**src/rtl/vscale_rr_dmem_arbiter_pkg.sv**
```systemverilog
// Shared HASTI constants and helpers for the round-robin dmem arbiter.
// Transfer-type encodings and field widths match the vscale HASTI bus.
package vscale_rr_dmem_arbiter_pkg;

  localparam int HASTI_TRANS_WIDTH = 2;
  localparam int HASTI_SIZE_WIDTH  = 3;
  localparam int HASTI_BURST_WIDTH = 3;
  localparam int HASTI_PROT_WIDTH  = 4;
  localparam int HASTI_RESP_WIDTH  = 1;

  localparam logic [1:0] HASTI_TRANS_IDLE   = 2'b00;
  localparam logic [1:0] HASTI_TRANS_NONSEQ = 2'b10;
  localparam logic [1:0] HASTI_TRANS_SEQ    = 2'b11;

  localparam logic HASTI_RESP_OKAY = 1'b0;

  function automatic logic hasti_is_req(
    input logic [HASTI_TRANS_WIDTH-1:0] t
  );
    return (t == HASTI_TRANS_NONSEQ) ||
           (t == HASTI_TRANS_SEQ);
  endfunction

endpackage

```
**src/rtl/vscale_rr_dmem_arbiter_pick.sv**
```systemverilog
// Combinational round-robin picker: first requester after ptr_i, wrapping.
// Produces the winning index and a valid flag.
module vscale_rr_pick #(
  parameter int N  = 2,
  parameter int IW = $clog2(N)
) (
  input  logic [N-1:0]  req_i,
  input  logic [IW-1:0] ptr_i,
  output logic [IW-1:0] gnt_idx_o,
  output logic          gnt_vld_o
);

  logic [IW-1:0] cand;

  always_comb begin
    gnt_vld_o = 1'b0;
    gnt_idx_o = '0;
    cand      = '0;
    for (int k = 1; k <= N; k++) begin
      cand = IW'((int'(ptr_i) + k) % N);
      if (!gnt_vld_o && req_i[cand]) begin
        gnt_vld_o = 1'b1;
        gnt_idx_o = cand;
      end
    end
  end

endmodule

```
**src/rtl/vscale_rr_dmem_arbiter.sv**
```systemverilog
// N:1 HASTI dmem arbiter with data-phase tracking and held responses.
// Define VSCALE_ARB_FORCED_SCHED_EN to grant from next_core instead of RR.
module vscale_rr_dmem_arbiter
  import vscale_rr_dmem_arbiter_pkg::*;
#(
  parameter int NUM_CORES  = 2,
  parameter int ADDR_WIDTH = 32,
  parameter int BUS_WIDTH  = 32,
  localparam int CORE_IDX_WIDTH = $clog2(NUM_CORES)
) (
  input  logic hclk,
  input  logic hresetn,
  input  logic [NUM_CORES*ADDR_WIDTH-1:0] core_haddr,
  input  logic [NUM_CORES-1:0] core_hwrite,
  input  logic [NUM_CORES*HASTI_SIZE_WIDTH-1:0] core_hsize,
  input  logic [NUM_CORES*HASTI_BURST_WIDTH-1:0] core_hburst,
  input  logic [NUM_CORES-1:0] core_hmastlock,
  input  logic [NUM_CORES*HASTI_PROT_WIDTH-1:0] core_hprot,
  input  logic [NUM_CORES*HASTI_TRANS_WIDTH-1:0] core_htrans,
  input  logic [NUM_CORES*BUS_WIDTH-1:0] core_hwdata,
  output logic [NUM_CORES*BUS_WIDTH-1:0] core_hrdata,
  output logic [NUM_CORES-1:0] core_hready,
  output logic [NUM_CORES*HASTI_RESP_WIDTH-1:0] core_hresp,
  output logic [ADDR_WIDTH-1:0] dmem_haddr,
  output logic dmem_hwrite,
  output logic [HASTI_SIZE_WIDTH-1:0] dmem_hsize,
  output logic [HASTI_BURST_WIDTH-1:0] dmem_hburst,
  output logic dmem_hmastlock,
  output logic [HASTI_PROT_WIDTH-1:0] dmem_hprot,
  output logic [HASTI_TRANS_WIDTH-1:0] dmem_htrans,
  output logic [BUS_WIDTH-1:0] dmem_hwdata,
  input  logic [BUS_WIDTH-1:0] dmem_hrdata,
  input  logic dmem_hready,
  input  logic [HASTI_RESP_WIDTH-1:0] dmem_hresp,
  input  logic [CORE_IDX_WIDTH-1:0] next_core
);

  localparam int N  = NUM_CORES;
  localparam int IW = CORE_IDX_WIDTH;

  typedef logic [IW-1:0] idx_t;

  logic [ADDR_WIDTH-1:0]        haddr_a  [N];
  logic [HASTI_SIZE_WIDTH-1:0]  hsize_a  [N];
  logic [HASTI_BURST_WIDTH-1:0] hburst_a [N];
  logic [HASTI_PROT_WIDTH-1:0]  hprot_a  [N];
  logic [HASTI_TRANS_WIDTH-1:0] htrans_a [N];
  logic [BUS_WIDTH-1:0]         hwdata_a [N];
  logic [N-1:0] req;

  always_comb begin
    for (int i = 0; i < N; i++) begin
      haddr_a[i]  = core_haddr[ADDR_WIDTH*i +: ADDR_WIDTH];
      hsize_a[i]  = core_hsize[HASTI_SIZE_WIDTH*i +: HASTI_SIZE_WIDTH];
      hburst_a[i] = core_hburst[HASTI_BURST_WIDTH*i +: HASTI_BURST_WIDTH];
      hprot_a[i]  = core_hprot[HASTI_PROT_WIDTH*i +: HASTI_PROT_WIDTH];
      htrans_a[i] = core_htrans[HASTI_TRANS_WIDTH*i +: HASTI_TRANS_WIDTH];
      hwdata_a[i] = core_hwdata[BUS_WIDTH*i +: BUS_WIDTH];
      req[i]      = hasti_is_req(htrans_a[i]);
    end
  end

  idx_t gnt_q, gnt_d;
  idx_t rr_ptr_q, rr_ptr_d;
  logic dp_valid_q, dp_valid_d;
  idx_t dp_owner_q, dp_owner_d;
  logic [N-1:0] held_valid_q, held_valid_d;
  logic [N-1:0][BUS_WIDTH-1:0] held_rdata_q, held_rdata_d;
  logic [N-1:0] held_resp_q, held_resp_d;

  idx_t pick_idx;
  logic pick_vld;

`ifdef VSCALE_ARB_FORCED_SCHED_EN
  assign pick_idx = next_core;
  assign pick_vld = req[next_core];
`else
  vscale_rr_pick #(
    .N  (N),
    .IW (IW)
  ) u_pick (
    .req_i     (req),
    .ptr_i     (rr_ptr_q),
    .gnt_idx_o (pick_idx),
    .gnt_vld_o (pick_vld)
  );

  logic unused_next_core;
  assign unused_next_core = ^next_core;
`endif

  idx_t gnt, sel, wsel;
  logic gnt_vld, accept;

  // A stalled bus keeps the last accepted master on the address lines.
  always_comb begin
    if (dmem_hready) begin
      gnt     = pick_idx;
      gnt_vld = pick_vld;
    end else begin
      gnt     = gnt_q;
      gnt_vld = req[gnt_q];
    end
    accept = gnt_vld & dmem_hready;
    sel    = gnt_vld ? gnt : '0;
    wsel   = dp_valid_q ? dp_owner_q : '0;
  end

  assign dmem_haddr     = haddr_a[sel];
  assign dmem_hwrite    = core_hwrite[sel];
  assign dmem_hsize     = hsize_a[sel];
  assign dmem_hburst    = hburst_a[sel];
  assign dmem_hmastlock = core_hmastlock[sel];
  assign dmem_hprot     = hprot_a[sel];
  assign dmem_htrans    = (hresetn && gnt_vld) ?
                          htrans_a[sel] : HASTI_TRANS_IDLE;
  assign dmem_hwdata    = hwdata_a[wsel];

  logic [N-1:0] rdy;

  always_comb begin
    for (int i = 0; i < N; i++) begin
      if (req[i])
        rdy[i] = gnt_vld && (gnt == IW'(i)) && dmem_hready;
      else if (held_valid_q[i])
        rdy[i] = 1'b1;
      else if (dp_valid_q && (dp_owner_q == IW'(i)))
        rdy[i] = dmem_hready;
      else
        rdy[i] = 1'b1;
    end
  end

  always_comb begin
    core_hrdata = '0;
    core_hresp  = '0;
    core_hready = '1;
    for (int i = 0; i < N; i++) begin
      if (hresetn) begin
        core_hready[i] = rdy[i];
        core_hresp[i]  = held_valid_q[i] ?
                         held_resp_q[i] : dmem_hresp;
        core_hrdata[BUS_WIDTH*i +: BUS_WIDTH] =
          held_valid_q[i] ? held_rdata_q[i] : dmem_hrdata;
      end else begin
        core_hresp[i] = HASTI_RESP_OKAY;
      end
    end
  end

  always_comb begin
    gnt_d        = gnt_q;
    rr_ptr_d     = rr_ptr_q;
    dp_valid_d   = dp_valid_q;
    dp_owner_d   = dp_owner_q;
    held_valid_d = held_valid_q;
    held_rdata_d = held_rdata_q;
    held_resp_d  = held_resp_q;
    if (accept) begin
      gnt_d      = gnt;
      rr_ptr_d   = gnt;
      dp_valid_d = 1'b1;
      dp_owner_d = gnt;
    end else if (dmem_hready) begin
      dp_valid_d = 1'b0;
    end
    for (int i = 0; i < N; i++)
      if (held_valid_q[i] && rdy[i])
        held_valid_d[i] = 1'b0;
    // Owner is stalled on its next request: keep its response.
    if (dp_valid_q && dmem_hready && !rdy[dp_owner_q]) begin
      held_valid_d[dp_owner_q] = 1'b1;
      held_rdata_d[dp_owner_q] = dmem_hrdata;
      held_resp_d[dp_owner_q]  = dmem_hresp;
    end
  end

  always_ff @(posedge hclk or negedge hresetn) begin
    if (!hresetn) begin
      gnt_q        <= '0;
      rr_ptr_q     <= IW'(N-1);
      dp_valid_q   <= 1'b0;
      dp_owner_q   <= '0;
      held_valid_q <= '0;
      held_rdata_q <= '0;
      held_resp_q  <= '0;
    end else begin
      gnt_q        <= gnt_d;
      rr_ptr_q     <= rr_ptr_d;
      dp_valid_q   <= dp_valid_d;
      dp_owner_q   <= dp_owner_d;
      held_valid_q <= held_valid_d;
      held_rdata_q <= held_rdata_d;
      held_resp_q  <= held_resp_d;
    end
  end

endmodule

```
**config.mk**
```make
export PLATFORM = sky130hd
export DESIGN_NAME = vscale_rr_dmem_arbiter
export DESIGN_NICKNAME = d
export VERILOG_FILES = /design/src/rtl/vscale_rr_dmem_arbiter_pkg.sv /design/src/rtl/vscale_rr_dmem_arbiter_pick.sv /design/src/rtl/vscale_rr_dmem_arbiter.sv
export SDC_FILE = /design/constraint.sdc
export NUM_CORES = 1
export LEC_CHECK = 0
export BUFFER_PORTS_ARGS = -buffer_cell sky130_fd_sc_hd__buf_2
export CAP_MARGIN = 20
export CORE_AREA = 2 2 133 135
export CTS_CLUSTER_DIAMETER = 40
export DETAILED_ROUTE_END_ITERATION = 6
export DIE_AREA = 0 0 135 137
export PLACE_DENSITY = 0.62
export SETUP_SLACK_MARGIN = 0.02
export SLEW_MARGIN = 20
export SYNTH_ARGS = -nofsm -noshare
export SYNTH_HDL_FRONTEND = slang
export SYNTH_SLANG_ARGS = --single-unit
export TNS_END_PERCENT = 1
```
**constraint.sdc**
```tcl
create_clock -name hclk -period 2.4 [get_ports hclk]
set_input_delay 0.48 -clock hclk [delete_from_list [all_inputs] [get_ports hclk]]
set_output_delay 0.48 -clock hclk [all_outputs]
set_load 0.05 [all_outputs]
```
==> results.md, run 1 <==
- Clock Tree Buf Depth: 2
- Crit-path cells: a31oi_4, buf_4, buf_12, mux2_2, buf_2
- Number of routed nets with antenna violations: 0
- Overflow left after global routing: 0
- Min Tclk post-route: between 2 and 2.5 ns
- NetSw: roughly 2.1 mW
- Max rail drop VDD: about 0.4 mV
- WS Path Type: reg2out
- DR pass1 iterations: 4
- Max-cap violations: 0
- CTS tree: built
- Share of post-route cells with drive strength above 1: 0.697
- Clock tree root driver cell: clkbuf_16
- Antenna diodes: 0
- Multi-input gate area: 3000 sq um
- Measured slew at the worst slew-check pin: ~0.35 ns
- DRT Wirelength: about 16000 um
- CORE AREA: 17100 sq um
- Die H: 137 um
- Post-synthesis cell count: 413
- Flop pwr share: 0.336
- RSZ-0062 raised after global routing: true
- IO Pins: between 300 and 400
- R2R Path Start: dp_owner_q$_DFFE_PN0P_
- Setup violations, final: 0
- H-Tree Depth: 3
- CP max stage cell: dfstp_2
- Nets: about 940
- Syn nets: ~600
- Outcome: complete, no violations
- Startpoint types: register
- Post-Syn Area per Cell: about 12 sq um
- Int Pwr: 3.62 mW
- Clock network power share: 0.250
- Placed cells: around 960
- Final worst slack: between 0.06 and 0.07 ns
- Final Cycle Share: 0.971
- Reg2Reg Depth: 4
- Primary FF master, synth: dfrtp_1
- Worst hold path class: in2async
- Synth Register Bits: 71
- Final Hold Viols: 0
- Hold-fix buffers at CTS: 0
- TNS Setup: 0 ns
- Crit Path Max Fanout: 22
- Fill cells: about 1.7k
- Register area: 1780 sq um
- Clk slew on worst S/H paths: approximately 0.060 ns
- Fmax: around 430 MHz
- Critical Path RT: between 1.5 and 2 ns
- Unique masters post-synth: 32
- Vias in the first global route: ~4.4k
- Crit-path max cell delay: around 0.60 ns
- Final Max Slew Viols: 0
- Die Wd: 135 um
- Residual DRC: 0
- Final Util: 0.432
- First-pass GRT wire length: 23500 um
- Async SR Flop Fraction: 1.00
- Gate power share: 0.414
- Worst EP arrival: ~1.9 ns
- Largest net degree at the start of global routing: between 40 and 50
- Clk Latency, worst-skew pair: ~0.33 ns
- Pre-CTS setup slack: 0.120 ns
- Post-synth EDFFs: 0
- Num rows: 48
- Sequential area share after synthesis: 0.360
- Leakage: roughly 3.6 nW
- Clk sinks: 71
- Syn. warnings: 0
- DP Wirelength: roughly 12000 um
- DR iter-0 viols: 81
- CTS Buf Count: 9
- Final GP Congestion: approximately 0.86
- IO buf count: between 300 and 400
- Layout Cells excl Fill: slightly below 1k
- Initial core utilization: 0.290
- Mean routed wirelength per cell: ~16 um
- Switching share of power: 0.369
- Initial antenna violation count: 0
- Final clock skew: approximately 0.0067 ns
- Pwr dens: approximately 800 nW/um^2
- GRT Resource Usage Total: 0.164
- CP endpoint kind: output port
- Area grow syn2layout: 49.2%
- Via density: 4.51
- Max_slew headroom: 0.766
- Flop2flop setup slack: roughly 0.44 ns
- Total Die Area: roughly 18000 sq um
- Synth Cell Area: 4940 sq um
- R2R Path End: held_rdata_q[1]$_DFFE_PN0P_
- Vias: approximately 4.4k
[through the flow]
stage               hold slack, ns  cell area (sq um)  total power [mW]
floorplan                    0.184               4940              3.68
finish                      0.0192               7370              5.75
CTS                        0.00899               7320              5.79
global route               0.00692               7370              6.04
detailed placement           0.372               6990              4.32
global placement             0.371               6990              4.27
[cells in the final DEF (no fill, tap or decap), drive strengths merged]
master / n
a21oi: 2
o211ai: 1
o21ai: 2
buf: 359
bufinv: 2
o22ai: 1
nor3: 1
dfrtp: 70
mux2i: 66
inv: 2
clkbuf: 10
a31oi: 2
nand3: 3
mux2: 142
or4b: 1
nand2: 9
clkinvlp: 3
o21a: 1
nand2b: 1
a21o: 1
dfstp: 1
and3: 1
a21boi: 1
a31o: 1
clkinv: 1
nor2: 4
nor2b: 66
nor3b: 1
o221a: 1
[sequential cells by signal (all words and copies together), names as in the netlist]
name and count:
held_rdata_q 64, held_resp_q 2, held_valid_q 2, dp_owner_q 1, dp_valid_q 1, rr_ptr_q 1
[area by class of cell]
class | instances | share of cell area
clock buffers | 9 | 0.0306
clock inverters | 7 | 0.0131
inverters | 1 | 0.000509
multi-input cells | 308 | 0.407
flip-flops and latches | 71 | 0.242
well taps | 225 | 0.0382
repair buffers | 360 | 0.269
[routing by layer]
layer  vias up  track usage  wire length [um]
met2       171        0.275              7640
met4         0       0.0422               216
li1       2141            -                 -
met5         -            0                 0
met1      2094        0.197              6680
met3        20       0.0630              1460
[worst max path at each step]
stage                                 from              to  slack, ns  cells past startpoint
floorplan           dp_owner_q$_DFFE_PN0P_  core_hready[1]       0.06                      5
global placement               dmem_hready  dmem_hburst[2]       0.13                      6
detailed placement             dmem_hready  dmem_hburst[2]       0.12                      6
CTS                 dp_owner_q$_DFFE_PN0P_  dmem_hburst[2]       0.01                      5
global route        dp_owner_q$_DFFE_PN0P_  dmem_hburst[2]     -0.003                      6
finish                rr_ptr_q$_DFFE_PN1P_  dmem_hburst[2]       0.07                      5
[worst max-delay path: cells and delay by family (launching register included)]
family          cells  cell delay (ns)
buf+inv             3             0.51
compound gates      1             0.10
mux                 1             0.29
flops               1             0.60
[repair_timing]
action | in CTS | in global routing
gates cloned | 0 | 2
pin swaps | 0 | 0
gates resized for setup | 0 | 2
setup endpoints to repair | 5 | 49
buffers inserted | 0 | 2
endpoints found under the hold margin | 0 | 0
[synthesized netlist by cell type, types with 2 or more instances]
master	n	area, sq um
a21oi_1	2	10.0
buf_1	4	15.0
buf_2	13	65.1
buf_4	2	15.0
buf_6	4	45.0
clkbuf_1	10	37.5
dfrtp_1	70	1750
mux2_2	113	1270
mux2_4	29	435
mux2i_1	66	661
nand2_1	9	33.8
nand3_1	2	10.0
nor2_1	4	15.0
nor2b_1	66	413
o21ai_0	2	10.0
[cell families (layout without fill, tap and decap cells)]
family,Yosys count,after routing,share of synthesized area
buffers and inverters,34,377,0.0367
and+or+nand+nor,87,87,0.105
DFF,71,71,0.360
AOI/OAI and AO/OA,13,13,0.0193
muxes,208,208,0.479
[power by group through the flow]
stage / Sequential [mW] / Combinational [mW] / Clock (mW)
6_report: 1.93 / 2.38 / 1.44
5_1_grt: 1.99 / 2.52 / 1.53
4_1_cts: 1.93 / 2.38 / 1.48
3_5_place_dp: 1.94 / 2.38 / 0
3_3_place_gp: 1.94 / 2.34 / 0
2_1_floorplan: 1.86 / 1.82 / 0
(Power assumes the default switching activity.)
==> run 2, diff against run 1 <==
==> constraint.sdc (replaced) <==
create_clock -name hclk -period 2.4 [get_ports hclk]
set_input_delay 0.36 -clock hclk [delete_from_list [all_inputs] [get_ports hclk]]
set_output_delay 0.36 -clock hclk [all_outputs]
set_load 0.05 [all_outputs]
==> results.md, run 2 (synthesis gave the netlist of run 1 again) <==
- Multi-input gate area: about 3000 sq um
- Max FFs per register: 64
- H-Tree Depth: 3
- DP Wirelength: approximately 13000 um
- Nets: between 900 and 1k
- DR pass1 iterations: 4
- Max-cap violations: 0
- Reg2Reg Depth: 4
- Design Area, Final: approximately 7300 sq um
- Overflow left after global routing: 0
- CP endpoint kind: output port
- Clock tree root driver cell: clkbuf_16
- DRT Wirelength: 16500 um
- Clock Tree Buf Depth: 2
- Clk sinks: 71
- Largest net degree at the start of global routing: between 40 and 50
- Register area: approximately 1800 sq um
- Initial antenna violation count: 0
- Measured slew at the worst slew-check pin: between 0.4 and 0.5 ns
- Reg with most FFs: held_rdata_q
- Max rail drop VDD: around 0.5 mV
- IO buf count: roughly 340
- Placed cells: around 960
- Max_slew headroom: 0.727
- Worst EP arrival: about 1.9 ns
- Placed cell areas: around 7000 sq um
- Setup violations, final: 0
- Vias: roughly 4.4k
- CTS tree: built
- RSZ-0062 raised after global routing: false
- Pwr dens: about 770 nW/um^2
- Residual DRC: 0
- GRT Resource Usage Total: 0.173
- CTS Buf Count: 9
- Post CTS Setup Buffer Count: 0
- Commonest non-fill, non-tap cell in the layout: buf_2
- Most frequent cells in the layout: 336 x buf_2, 113 x mux2_2, 68 x dfrtp_1
- Final Cycle Share: 0.942
- Final Hold Viols: 0
- Antenna diodes: 0
- Crit Path Max Fanout: 7
- Startpoint types: register
- Initial core utilization: 0.290
- Outcome: complete, no violations
- Mean routed wirelength per cell: approximately 17 um
- Final clock skew: around 0.0073 ns
- Final Max Slew Viols: 0
- CORE AREA: 17100 sq um
- First-pass GRT wire length: 24300 um
- Min Tclk post-route: roughly 2.3 ns
- Layout Cells excl Fill: about 1000
- Worst hold slack: between 0.2 and 0.3 ns
- Fill cells: approximately 1.7k
- Clk Latency, worst-skew pair: ~0.33 ns
- Via density: around 4.5
- Fmax: between 400 and 500 MHz
- Number of routed nets with antenna violations: 0
- TNS Setup: 0 ns
- Num rows: 48
- Share of post-route cells with drive strength above 1: 0.689
- Area grow syn2layout: 47.1%
- Total Die Area: 18500 sq um
- Biggest regs: held_rdata_q x64, held_resp_q x2, held_valid_q x2
- Final GP Congestion: between 0.8 and 0.9
- Worst hold path class: in2reg
- IO Pins: 339
- WS Path Type: reg2out
- Hold Path Depth: 2
- Final Util: 0.426
- Die Wd: around 140 um
- Die H: 137 um
- Critical Path RT: around 2.0 ns
- Clk slew on worst S/H paths: about 0.060 ns
- DR iter-0 viols: approximately 130
- Vias in the first global route: about 4.4k
- Leakage: 3.58 nW
## run 2: cell types whose count changed in the layout (fill, tap and decap cells not counted)
cell,change
buf_12,+1
buf_4,-9
bufinv_16,-1
clkbuf_1,+3
clkbuf_16,-1
clkinv_2,+1
clkinvlp_4,-2
dfrtp_2,+1
dfrtp_4,-1
dlygate4sd3_1,+1
inv_6,-1
o21ai_0,+1
o21ai_1,-1
## run 2: metrics by stage
stage | setup WS, ns | power, mW
after global routing | 0.0355 | 5.90
after global placement | 0.255 | 4.28
after detailed placement | 0.234 | 4.32
after floorplan | 0.0875 | 3.68
after CTS | 0.0440 | 5.67
final | 0.140 | 5.60
## run 2: area by class of cell
cell class / count / area share
Multi-Input combinational cell: 308 / 0.412
Timing Repair Buffer: 352 / 0.264
Sequential cell: 71 / 0.245
Tap cell: 225 / 0.0387
Clock buffer: 12 / 0.0325
Clock inverter: 4 / 0.00654
Inverter: 1 / 0.000517
## run 2: where the power goes
part | leakage, nW | switching [mW] | internal, mW | total [mW]
combinational | 2.57 | 1.35 | 1.02 | 2.37
sequential | 0.875 | 0.247 | 1.67 | 1.92
clock | 0.137 | 0.502 | 0.802 | 1.30
total | 3.58 | 2.10 | 3.50 | 5.60
## run 2: path summary, 6_finish.rpt
check                                              from                            to  slack (ns)
max reg2reg                      dp_owner_q$_DFFE_PN0P_  held_rdata_q[27]$_DFFE_PN0P_        0.42
min in group asynchronous                       hresetn  held_rdata_q[54]$_DFFE_PN0P_        0.45
min reg2reg                held_rdata_q[61]$_DFFE_PN0P_  held_rdata_q[61]$_DFFE_PN0P_        0.50
max                                rr_ptr_q$_DFFE_PN1P_                dmem_htrans[0]        0.14
min                                      dmem_hrdata[5]   held_rdata_q[5]$_DFFE_PN0P_        0.29
max in group asynchronous                       hresetn          rr_ptr_q$_DFFE_PN1P_        1.49
## run 2: metal layers
layer  share of wire  track usage  vias up
li1                -            -     2118
met1            0.43        0.217     2092
met2            0.46        0.283      175
met3           0.093       0.0626       14
met4          0.0090       0.0399        0
met5               0            0        -
## run 2: worst max-delay path: stages (launching register included)
cell and delay [ns]:
dfstp_2 0.59, nand2_1 0.07, nand3_1 0.31, and3_1 0.22, o21a_1 0.12, buf_2 0.25
## run 2: timing repair
| action | CTS | global route |
|---|---|---|
| hold buffers | 1 | 0 |
| hold endpoints to repair | 9 | 0 |
| resized for setup | 0 | 1 |
| endpoints found under the setup margin | 0 | 20 |
==> run 3, diff against run 2 <==
--- a/config.mk
+++ b/config.mk
@@ -7,14 +7,16 @@
 export LEC_CHECK = 0
 export BUFFER_PORTS_ARGS = -buffer_cell sky130_fd_sc_hd__buf_2
 export CAP_MARGIN = 20
-export CORE_AREA = 2 2 133 135
+export CORE_AREA = 8 8 125 127
 export CTS_CLUSTER_DIAMETER = 40
 export DETAILED_ROUTE_END_ITERATION = 6
-export DIE_AREA = 0 0 135 137
-export PLACE_DENSITY = 0.62
+export DIE_AREA = 0 0 133 135
+export PLACE_DENSITY = 0.75
+export RECOVER_POWER = 100
 export SETUP_SLACK_MARGIN = 0.02
 export SLEW_MARGIN = 20
 export SYNTH_ARGS = -nofsm -noshare
 export SYNTH_HDL_FRONTEND = slang
+export SYNTH_HIERARCHICAL = 1
 export SYNTH_SLANG_ARGS = --single-unit
 export TNS_END_PERCENT = 1
==> results.md, run 3 <==
- Residual DRC: 0
- Mean routed wirelength per cell: about 22 um
- CP endpoint kind: output port
- CTS Buf Count: 9
- Measured slew at the worst slew-check pin: between 0.8 and 0.9 ns
- Min Tclk post-route: between 2 and 2.5 ns
- XOR/XNOR Fraction of Synth Area: 0
- Total Die Area: roughly 18000 sq um
- Sequential area share after synthesis: 0.351
- Multiplexer area fraction after synthesis: 0.472
- Synthesized-area fraction occupied by adder cells: 0
- Vias: ~4.6k
- Num rows: 43
- Leakage: just under 4 nW
- Synth Area in Compound Gates: 0.0200
- Final Hold Viols: 0
- Worst hold path class: in2reg
- CP max stage cell: dfstp_2
- Final Max Slew Viols: 0
- Share of post-route cells with drive strength above 1: 0.691
- Setup violations, final: 0
- Synth area leaders: dfrtp_1 35%, mux2_2 25%, mux2i_1 13%
- Worst path top cell family by delay: buffers and inverters
- Nets: around 960
- Clock tree root driver cell: clkbuf_16
- Synth top cells by count: 112 x mux2_2, 70 x dfrtp_1, 68 x mux2i_1, 66 x nor2b_1, 30 x mux2_4
- CORE AREA: 13600 sq um
- Synth Cell Area: 5060 sq um
- Pre-CTS setup slack: 0.0822 ns
- Post-Syn Area per Cell: around 12 sq um
- Commonest non-fill, non-tap cell in the layout: buf_2
- DP Wirelength: between 15000 and 20000 um
- Biggest regs: held_rdata_q x64, held_resp_q x2, held_valid_q x2
- Final worst slack: about 0.078 ns
- Initial antenna violation count: 0
- Post-synthesis simple-gate area fraction: 0.110
- CTS tree: built
- Overflow left after global routing: 0
- Primary FF master, synth: dfrtp_1
- Max_slew headroom: 0.449
- RSZ-0062 raised after global routing: true
- Final Cycle Share: 0.968
- Hold Path Depth: 3
- Synth Register Bits: 71
- Clk slew on worst S/H paths: roughly 0.060 ns
- Cell taking the most area after synthesis: dfrtp_1
- Clock Tree Buf Depth: 2
- IO Pins: ~340
- Critical Path RT: roughly 2 ns
- Crit-path max cell delay: about 0.37 ns
- Clk sinks: a little over 70
- Initial core utilization: 0.372
- DRT Wirelength: approximately 20000 um
- Largest net degree at the start of global routing: between 60 and 70
- Most common cell in the netlist: mux2_2
- Max rail drop VDD: ~0.48 mV
- Final clock skew: ~0.0054 ns
- Antenna diodes: 0
- WS Path Type: reg2out
- Buffers & Inverters on Critical Path: 3
- Post-synthesis cell count: 420
- Unique masters post-synth: 36
- Die H: approximately 140 um
- DR iter-0 viols: around 200
- Synth top area share: 0.346
- Most frequent cells in the layout: 307 x buf_2, 101 x mux2_2, 68 x mux2i_1, 68 x dfrtp_1, 66 x nor2b_1
- Cell depth of the worst setup path: 7
- Final Util: 0.565
- Startpoint types: register
- DR pass1 iterations: 4
- Worst EP arrival: about 2.0 ns
- Largest family of logic cells by synthesized area: multiplexers
- Via density: slightly below 5
- Vias in the first global route: roughly 4.9k
- First-pass GRT wire length: 29500 um
- Outcome: complete, no violations
- H-Tree Depth: 3
- Crit-path cells: a21boi_2, nand3_2, o21ai_4, buf_12, buf_16, mux2_2, buf_2
- Pwr dens: 747 nW/um^2
- Die Wd: between 100 and 150 um
- Async SR Flop Fraction: 1.00
- Crit Path Max Fanout: 11
- Number of routed nets with antenna violations: 0
- Fmax: ~430 MHz
- Final GP Congestion: around 0.9
- Max-cap violations: 0
- Reg2Reg Depth: 6
- Max FFs per register: 64
- Post-synth EDFFs: 0
- Clk Latency, worst-skew pair: between 0.3 and 0.4 ns
- GRT Resource Usage Total: 0.211
- Area grow syn2layout: 52.0%
- IO buf count: 337
- Syn nets: just over 600
- Syn. warnings: 6
- Reg with most FFs: held_rdata_q
-- run 3: cell types whose count changed in the layout (fill, tap and decap cells not counted), sizes merged, moves of 2 or more --
cell / delta
mux2i: +2
inv: +4
clkinv: -2
and2: +2
o21ai: +3
buf: +10
nor2: -2
-- run 3: logic make-up (layout without fill, tap and decap cells) --
logic type,count (synthesis),after routing
flip-flops,71,71
AND/OR/NAND/NOR,89,89
AO/OA/AOI/OAI,14,14
buffers and inverters,36,383
multiplexers,210,210
-- run 3: layout make-up --
cell class | count | area, sq um
clock buffer | 9 | 225
clock inverter | 7 | 104
fill | 1201 | 5920
inverter | 2 | 7.51
multi-input combinational | 313 | 3120
sequential | 71 | 1780
tap | 180 | 225
timing repair buffer | 365 | 2230
-- run 3: per-stage QoR --
stage	setup TNS, ns	cell area (sq um)	hold slack (ns)	instances	total power [mW]
final	0	7700	0.280	947	5.75
after global routing	0	7700	0.274	947	6.03
after CTS	-1.05	7470	0.0711	946	5.71
after detailed placement	0	7030	0.253	925	4.14
after global placement	0	7030	0.253	925	4.09
after floorplan	-7.32	5070	0.0644	420	3.51
-- run 3: power breakdown --
| group | total [mW] | internal [mW] | switching [mW] |
|---|---|---|---|
| Combinational | 2.43 | 1.06 | 1.37 |
| Sequential | 1.83 | 1.61 | 0.219 |
| Clock | 1.49 | 0.925 | 0.564 |
-- run 3: path summary, 6_finish.rpt --
kind	from	to	slack, ns
worst max-delay path	rr_ptr_q$_DFFE_PN1P_	dmem_haddr[25]	0.08
worst min-delay path	core_htrans[3]	held_valid_q[1]$_DFF_PN0_	0.28
worst max register to register	rr_ptr_q$_DFFE_PN1P_	held_rdata_q[1]$_DFFE_PN0P_	0.60
worst min register to register	rr_ptr_q$_DFFE_PN1P_	rr_ptr_q$_DFFE_PN1P_	0.47
max in group asynchronous	hresetn	held_rdata_q[30]$_DFFE_PN0P_	0.96
min in group asynchronous	hresetn	held_rdata_q[63]$_DFFE_PN0P_	0.54
-- run 3: layer usage --
layer | global-route usage | vias to the layer above | routed length, um
li1 | - | 2173 | -
met3 | 0.104 | 22 | 2130
met5 | 0 | - | 0
met4 | 0.0625 | 0 | 366
met1 | 0.246 | 2205 | 8260
met2 | 0.336 | 199 | 9720
-- run 3: worst reg2reg max path, stage by stage (launching register included) --
cell,delay [ns]
dfstp_2,0.54
a21boi_2,0.06
buf_4,0.16
nand2b_1,0.18
nand3_4,0.10
buf_12,0.26
mux2_2,0.40
-- run 3: what timing repair did --
| item | CTS | global route |
|---|---|---|
| buffers inserted | 3 | 1 |
| hold endpoints to repair | 8 | 0 |
| resized for setup | 22 | 71 |
| hold buffers | 1 | 0 |
| pin swaps | 1 | 2 |
| cloned | 1 | 0 |
| setup endpoints to repair | 37 | 43 |
